--- src/rtl/reg_file_sb.sv ---
// Register file with a pending-write scoreboard and a sequenced clear engine.
// Define RF_BYPASS_EN to forward same-cycle write data and hide busy on a matching read.
module reg_file_sb #(
    parameter int DATA_W = 16,
    parameter int ADDR_W = 3
) (
    input  logic              clk,
    input  logic              rst,
    input  logic              we,
    input  logic [ADDR_W-1:0] wa,
    input  logic [DATA_W-1:0] wd,
    input  logic [ADDR_W-1:0] ra1,
    input  logic [ADDR_W-1:0] ra2,
    output logic [DATA_W-1:0] rd1,
    output logic [DATA_W-1:0] rd2,
    input  logic              iss_v,
    input  logic [ADDR_W-1:0] iss_rd,
    output logic              rs1_busy,
    output logic              rs2_busy,
    input  logic              clr_req,
    output logic              clr_busy
);

    localparam int DEPTH = 2 ** ADDR_W;
    localparam logic [ADDR_W-1:0] ONE  = ADDR_W'(1);
    localparam logic [ADDR_W-1:0] LAST = ADDR_W'(DEPTH - 1);

    typedef enum logic {IDLE, CLEAR} state_t;

    state_t            r_state;
    logic [ADDR_W-1:0] r_cnt;
    logic [DATA_W-1:0] r_regs [DEPTH];
    logic [DEPTH-1:0]  r_pend;

    logic w_idle;
    logic w_commit;
    logic w_issue;
    logic w_hit1;
    logic w_hit2;

    assign w_idle   = (r_state == IDLE);
    assign w_commit = we && (wa != '0) && w_idle;
    assign w_issue  = iss_v && (iss_rd != '0) && w_idle;

    // The issue set is written after the commit clear so a same-address set wins.
    always_ff @(posedge clk or posedge rst) begin
        if (rst) begin
            r_state <= IDLE;
            r_cnt   <= ONE;
            r_pend  <= '0;
            for (int i = 0; i < DEPTH; i++) begin
                r_regs[i] <= '0;
            end
        end else begin
            case (r_state)
                IDLE: begin
                    if (w_commit) begin
                        r_regs[wa] <= wd;
                        r_pend[wa] <= 1'b0;
                    end
                    if (w_issue) begin
                        r_pend[iss_rd] <= 1'b1;
                    end
                    if (clr_req) begin
                        r_state <= CLEAR;
                        r_cnt   <= ONE;
                    end
                end
                CLEAR: begin
                    r_regs[r_cnt] <= '0;
                    r_pend[r_cnt] <= 1'b0;
                    if (r_cnt == LAST) begin
                        r_state <= IDLE;
                        r_cnt   <= ONE;
                    end else begin
                        r_cnt <= r_cnt + ONE;
                    end
                end
                default: begin
                    r_state <= IDLE;
                    r_cnt   <= ONE;
                end
            endcase
        end
    end

`ifdef RF_BYPASS_EN
    assign w_hit1 = w_commit && (wa == ra1);
    assign w_hit2 = w_commit && (wa == ra2);
`else
    assign w_hit1 = 1'b0;
    assign w_hit2 = 1'b0;
`endif

    assign rd1      = (ra1 == '0) ? '0 : (w_hit1 ? wd : r_regs[ra1]);
    assign rd2      = (ra2 == '0) ? '0 : (w_hit2 ? wd : r_regs[ra2]);
    assign rs1_busy = (ra1 != '0) && !w_hit1 && r_pend[ra1];
    assign rs2_busy = (ra2 != '0) && !w_hit2 && r_pend[ra2];
    assign clr_busy = (r_state == CLEAR);

endmodule

--- config.mk ---
export PLATFORM = sky130hd
export DESIGN_NAME = reg_file_sb
export DESIGN_NICKNAME = d
export VERILOG_FILES = /design/src/rtl/reg_file_sb.sv
export SDC_FILE = /design/constraint.sdc
export NUM_CORES = 1
export LEC_CHECK = 0
export CORE_MARGIN = 4
export CORE_UTILIZATION = 31
export DETAILED_ROUTE_END_ITERATION = 8
export GPL_ROUTABILITY_DRIVEN = 0
export SLEW_MARGIN = 20
export SYNTH_ARGS = -nofsm -noshare
export SYNTH_HDL_FRONTEND = slang
export SYNTH_SLANG_ARGS = --single-unit
--- constraint.sdc ---
create_clock -name clk -period 5.7 [get_ports clk]
set_clock_uncertainty 0.2 [all_clocks]
set_input_delay 1.14 -clock clk [delete_from_list [all_inputs] [get_ports clk]]
set_output_delay 1.14 -clock clk [all_outputs]
set_load 0.03 [all_outputs]
* After elaboration in Yosys (flattened, before gate mapping) *
Index checks and enable logic that the tools add are counted.

cells by class
  reductions and logical operators = 17
  muxes and demuxes = 35
  eq/ne operators = 3
  order comparisons = 14
  bitwise operators = 12
  add/sub/neg operators = 1

operators by type and width
  operator              count
  $pmux W128 S2         1
  $and A128 B128 Y128   1
  $bwmux W128           1
  $mux W128             1
  $mux W16              8
  $not A128 Y128        1
  $bmux W16 S3          2
  $demux W16 S3         2
  $mux W8               3
  $lt A3 B4 Y1 const B  5
  $and A8 B8 Y8         2
  $ge A4 B4 Y1 const B  4
  $not A3 Y4            4
  $not A8 Y8            2
  $pmux W8 S2           1
  $reduce_bool A3 Y1    4
  $logic_and A1 B1 Y1   11
  $demux W1 S3          3
  $ge A3 B1 Y1 const B  3
  $lt A4 B1 Y1 const B  2
  $or A8 B8 Y8          1
  $mux W1               7
  $bmux W1 S3           2
  $logic_not A3 Y1      2
  8 further kinds       9

word-level totals
  input bits = 33
  flip-flop bits (word level) = 140
  output and inout port bits = 35

* Depth between registers and ports, before layout *
  word-level depth = 11
  mapped depth = 6
  mapped depth without buffers = 4

* Worst setup path after synthesis *
Ideal clock, no wire load.

  path type = input-to-output
  start = in ra2[0]
  end = out rd2[10]
  stages on the path = 5
  data arrival time = 2.658 ns
  required time = 4.360 ns
  slack = 1.702 ns
  path buffers = 3
  cell sequence = buf_2 > buf_2 > clkbuf_1 > a22oi_1 > o21ai_0

on the way
  cells in the longest elaborated chain, start to end = 5

ends and longest elaborated chain
  what                                         RTL line  RTL
  start, declared                              13        input logic [ADDR_W-1:0] ra2,
  $not A3 Y4 (implied by the code)             96        assign rd2 = (ra2 == '0) ? '0 : (w_hit2 ? wd : r_regs[ra2]);
  $bmux W16 S3                                 96
  $mux W16 (implied by the code) (2 in a row)  96
  $mux W16 (*)                                 96
  end, declared                                15        output logic [DATA_W-1:0] rd2,

Mark *: on every way between the ends. The rest lies on a longest branch, timed or not. The select of a mux whose other input is x is not followed.

* Final worst setup path *
  start = in ra1[1]
  end = out rd1[11]

on the way
  cells in the longest elaborated chain, start to end = 5

ends and longest elaborated chain
  what                                         RTL line  RTL
  start, declared                              12        input logic [ADDR_W-1:0] ra1,
  $not A3 Y4 (implied by the code)             95        assign rd1 = (ra1 == '0) ? '0 : (w_hit1 ? wd : r_regs[ra1]);
  $bmux W16 S3                                 95
  $mux W16 (implied by the code) (2 in a row)  95
  $mux W16 (*)                                 95
  end, declared                                14        output logic [DATA_W-1:0] rd1,

Marks and branches as above.

==> key figures <==
Logic synthesis
  • Post-synthesis cell count: 661
  • Average cell area after synthesis: 10.8 sq um
  • Mapped cell area: 0.00712 sq mm
  • Post-synth ARST share: 100%
  • Syn Nets: 696
  • Synth unique cells: 41
  • Sequential share of the synthesized area: 43.3%
  • Syn. warnings: 0
  • Ys flop type: dfrtp_1
  • Synth Register Bits: 123
  • Post-synth EDFFs: 0

Critical path
  • Critical Path End Type: output pin
  • Critical path class: input port to output pin
  • Startpoint types: input port
  • R2R setup slack: 2.88 ns
  • CP Max Fanout: 22
  • Critical path arrival: 3.34 ns
  • Crit path required time: 4.36 ns

Cells and area
  • Area Growth Syn to Fin: 21.1%
  • Nets: 745
  • Layout cells sized above 1: 18.7%
  • FILL cells: 2174
  • Register area: 0.00308 sq mm
  • Number of diodes: 0
  • Area of the multi-input gates: 0.00361 sq mm

Floorplanning
  • Die height: 160 um
  • IO Pins: 68
  • Die area: 0.0255 sq mm
  • Die width: 160 um
  • Num rows: 55
  • Core Area: 0.0226 sq mm
  • Initial Util: 31.4%

STA
  • Setup_tns: 0 ns
  • Slew HR: 22.2%
  • Final period utilization: 82.1%
  • Final hold viol count: 0
  • Slew Viols, Final: 0
  • Fin crit period: 4.68 ns
  • Worst-margin pin slew: 1.16 ns
  • Worst hold slack: 0.339 ns
  • Fmax: 214 MHz
  • Unrepaired setup endpoints after global routing: no
  • Final setup fails: 0

Global route
  • Largest net degree at the start of global routing: 74
  • First-pass GRT wire length: 34300 um
  • Vias in the first global route: 5721
  • GRT Overall Usage: 17.2%
  • Remaining global-route overflow: 0
  • Initial antenna violation count: 0

Clock network
  • CTS H-tree lvls: 4
  • Worst-path clk slew: 0.06 ns
  • # resized after CTS: 0
  • CTS Buf Count: 17
  • Root buffer cell: clkbuf_16
  • CTS Sinks: 123
  • Post-CTS Hold Buffers: 0
  • Clock Latency Late Sink: 0.42 ns
  • Postcts setup bufs: 0
  • Maximum clock insertion buffer count: 2
  • CTS tree: done

Drt
  • Initial DRC Count: 507
  • WL/cell: 21.8 um
  • DRT Pass-1 Iters: 5
  • Antenna viol nets, final: 0
  • Vias per std cell: 5.52
  • DRC: 0
  • Via Count: 5562
  • Post-Route WL: 21900 um

Power
  • P per Cell Area: 449 mW/mm^2
  • Power Total: 3.87 mW
  • Lkg Pwr: 3.55 nW
  • Max VDD drop: 0.178 mV

Placement
  • Buffers added on ports: 67
  • Dpl hpwl: 13700 um

Hold path
  • Hold Path Class: flop to flop

Run
  • Max-cap viol count: 0

Run status
  • Status: complete, no violations
==> cell usage after synthesis, types with 2 or more instances <==
library cell / instances / area, sq um
o21ai_1: 11 / 55.1
nand2b_1: 5 / 31.3
nor2_1: 2 / 7.51
nand2_1: 105 / 394
a21oi_1: 17 / 85.1
or2_1: 2 / 12.5
a221oi_1: 16 / 140
inv_1: 35 / 131
nor2b_1: 3 / 18.8
a22oi_1: 23 / 173
o211ai_1: 32 / 240
mux4_2: 34 / 766
buf_2: 18 / 90.1
mux2i_1: 81 / 811
nand4bb_1: 3 / 33.8
dfrtp_1: 122 / 3050
buf_6: 5 / 56.3
nand4_1: 3 / 18.8
clkbuf_1: 24 / 90.1
nand4b_1: 3 / 26.3
mux2_2: 34 / 383
buf_4: 5 / 37.5
o21ai_0: 50 / 250
nor2_2: 3 / 18.8
ha_1: 2 / 25.0
buf_1: 8 / 30.0
==> power by group <==
group	internal [mW]	leakage, nW	switching (mW)	total [mW]
sequential	1.19	1.67	0.306	1.50
clock	0.668	0.274	0.419	1.09
combinational	0.599	1.60	0.687	1.29
total	2.46	3.55	1.41	3.87
==> worst paths after layout <==
kind                       depth (start not counted)                endpoint                    from
min reg2reg                                        2  r_regs[56]$_DFFE_PP0P_  r_regs[56]$_DFFE_PP0P_
max                                                6                 rd1[11]                  ra1[1]
min in group asynchronous                          2      clr_busy$_DFF_PP0_                     rst
min                                                2  r_regs[56]$_DFFE_PP0P_  r_regs[56]$_DFFE_PP0P_
max in group asynchronous                          3  r_regs[54]$_DFFE_PP0P_                     rst
max reg2reg                                        3  r_regs[92]$_DFFE_PP0P_      clr_busy$_DFF_PP0_
==> layout make-up <==
type | instances | share of cell area, %
Multi-Input combinational cell | 443 | 41.9
Sequential cell | 123 | 35.7
Timing Repair Buffer | 90 | 9.83
Clock buffer | 19 | 5.25
Tap cell | 285 | 4.14
Clock inverter | 12 | 1.64
Inverter | 35 | 1.55
==> kinds of logic after synthesis <==
| group | Yosys count | synth area share [%] |
|---|---|---|
| AOI/OAI and AO/OA | 155 | 13.9 |
| muxes | 149 | 27.5 |
| and+or+nand+nor | 137 | 8.84 |
| DFF | 123 | 43.3 |
| buffers and inverters | 95 | 6.12 |
| adders and majority gates | 2 | 0.351 |
==> critical path, stage by stage <==
cell	delay (ns)
buf_2	0.48
buf_4	0.35
mux2_2	0.36
a221oi_1	0.25
a21oi_1	0.12
clkdlybuf4s50_1	0.63
==> flip-flops by register name (all words and copies together) (netlist names) <==
name and flops:
r_cnt 3, r_regs 112, r_pend 7, clr_busy 1
==> cells in the final DEF, fill, tap and decap left out, types with 17 or more instances in the layout <==
master           count
clkbuf_16           17
inv_1               34
a21oi_1             17
clkdlybuf4s50_1     63
a22oi_1             23
buf_4               20
o21ai_0             50
o211ai_1            32
nand2_1            105
mux2i_1             81
dfrtp_1            122
mux2_2              34
mux4_2              34
==> per-stage QoR <==
step | util (%) | setup WS [ns] | cells | cell area, sq um
finish | 38.1 | 1.02 | 1007 | 8620
global route | 38.1 | 0.903 | 1007 | 8620
CTS | 38.0 | 1.01 | 1005 | 8590
detailed placement | 35.3 | 1.01 | 974 | 8000
global placement | 35.3 | 1.03 | 974 | 8000
floorplan | - | 1.09 | 661 | 7120
==> metal layers <==
metal	up-vias	part of all wire, %	track usage [%]
met4	0	2.4	5.92
met3	30	4.8	3.55
met5	-	0	0
li1	2511	-	-
met2	173	50	28.7
met1	2848	43	22.4
No activity file was read; power rests on OpenSTA's default activity.
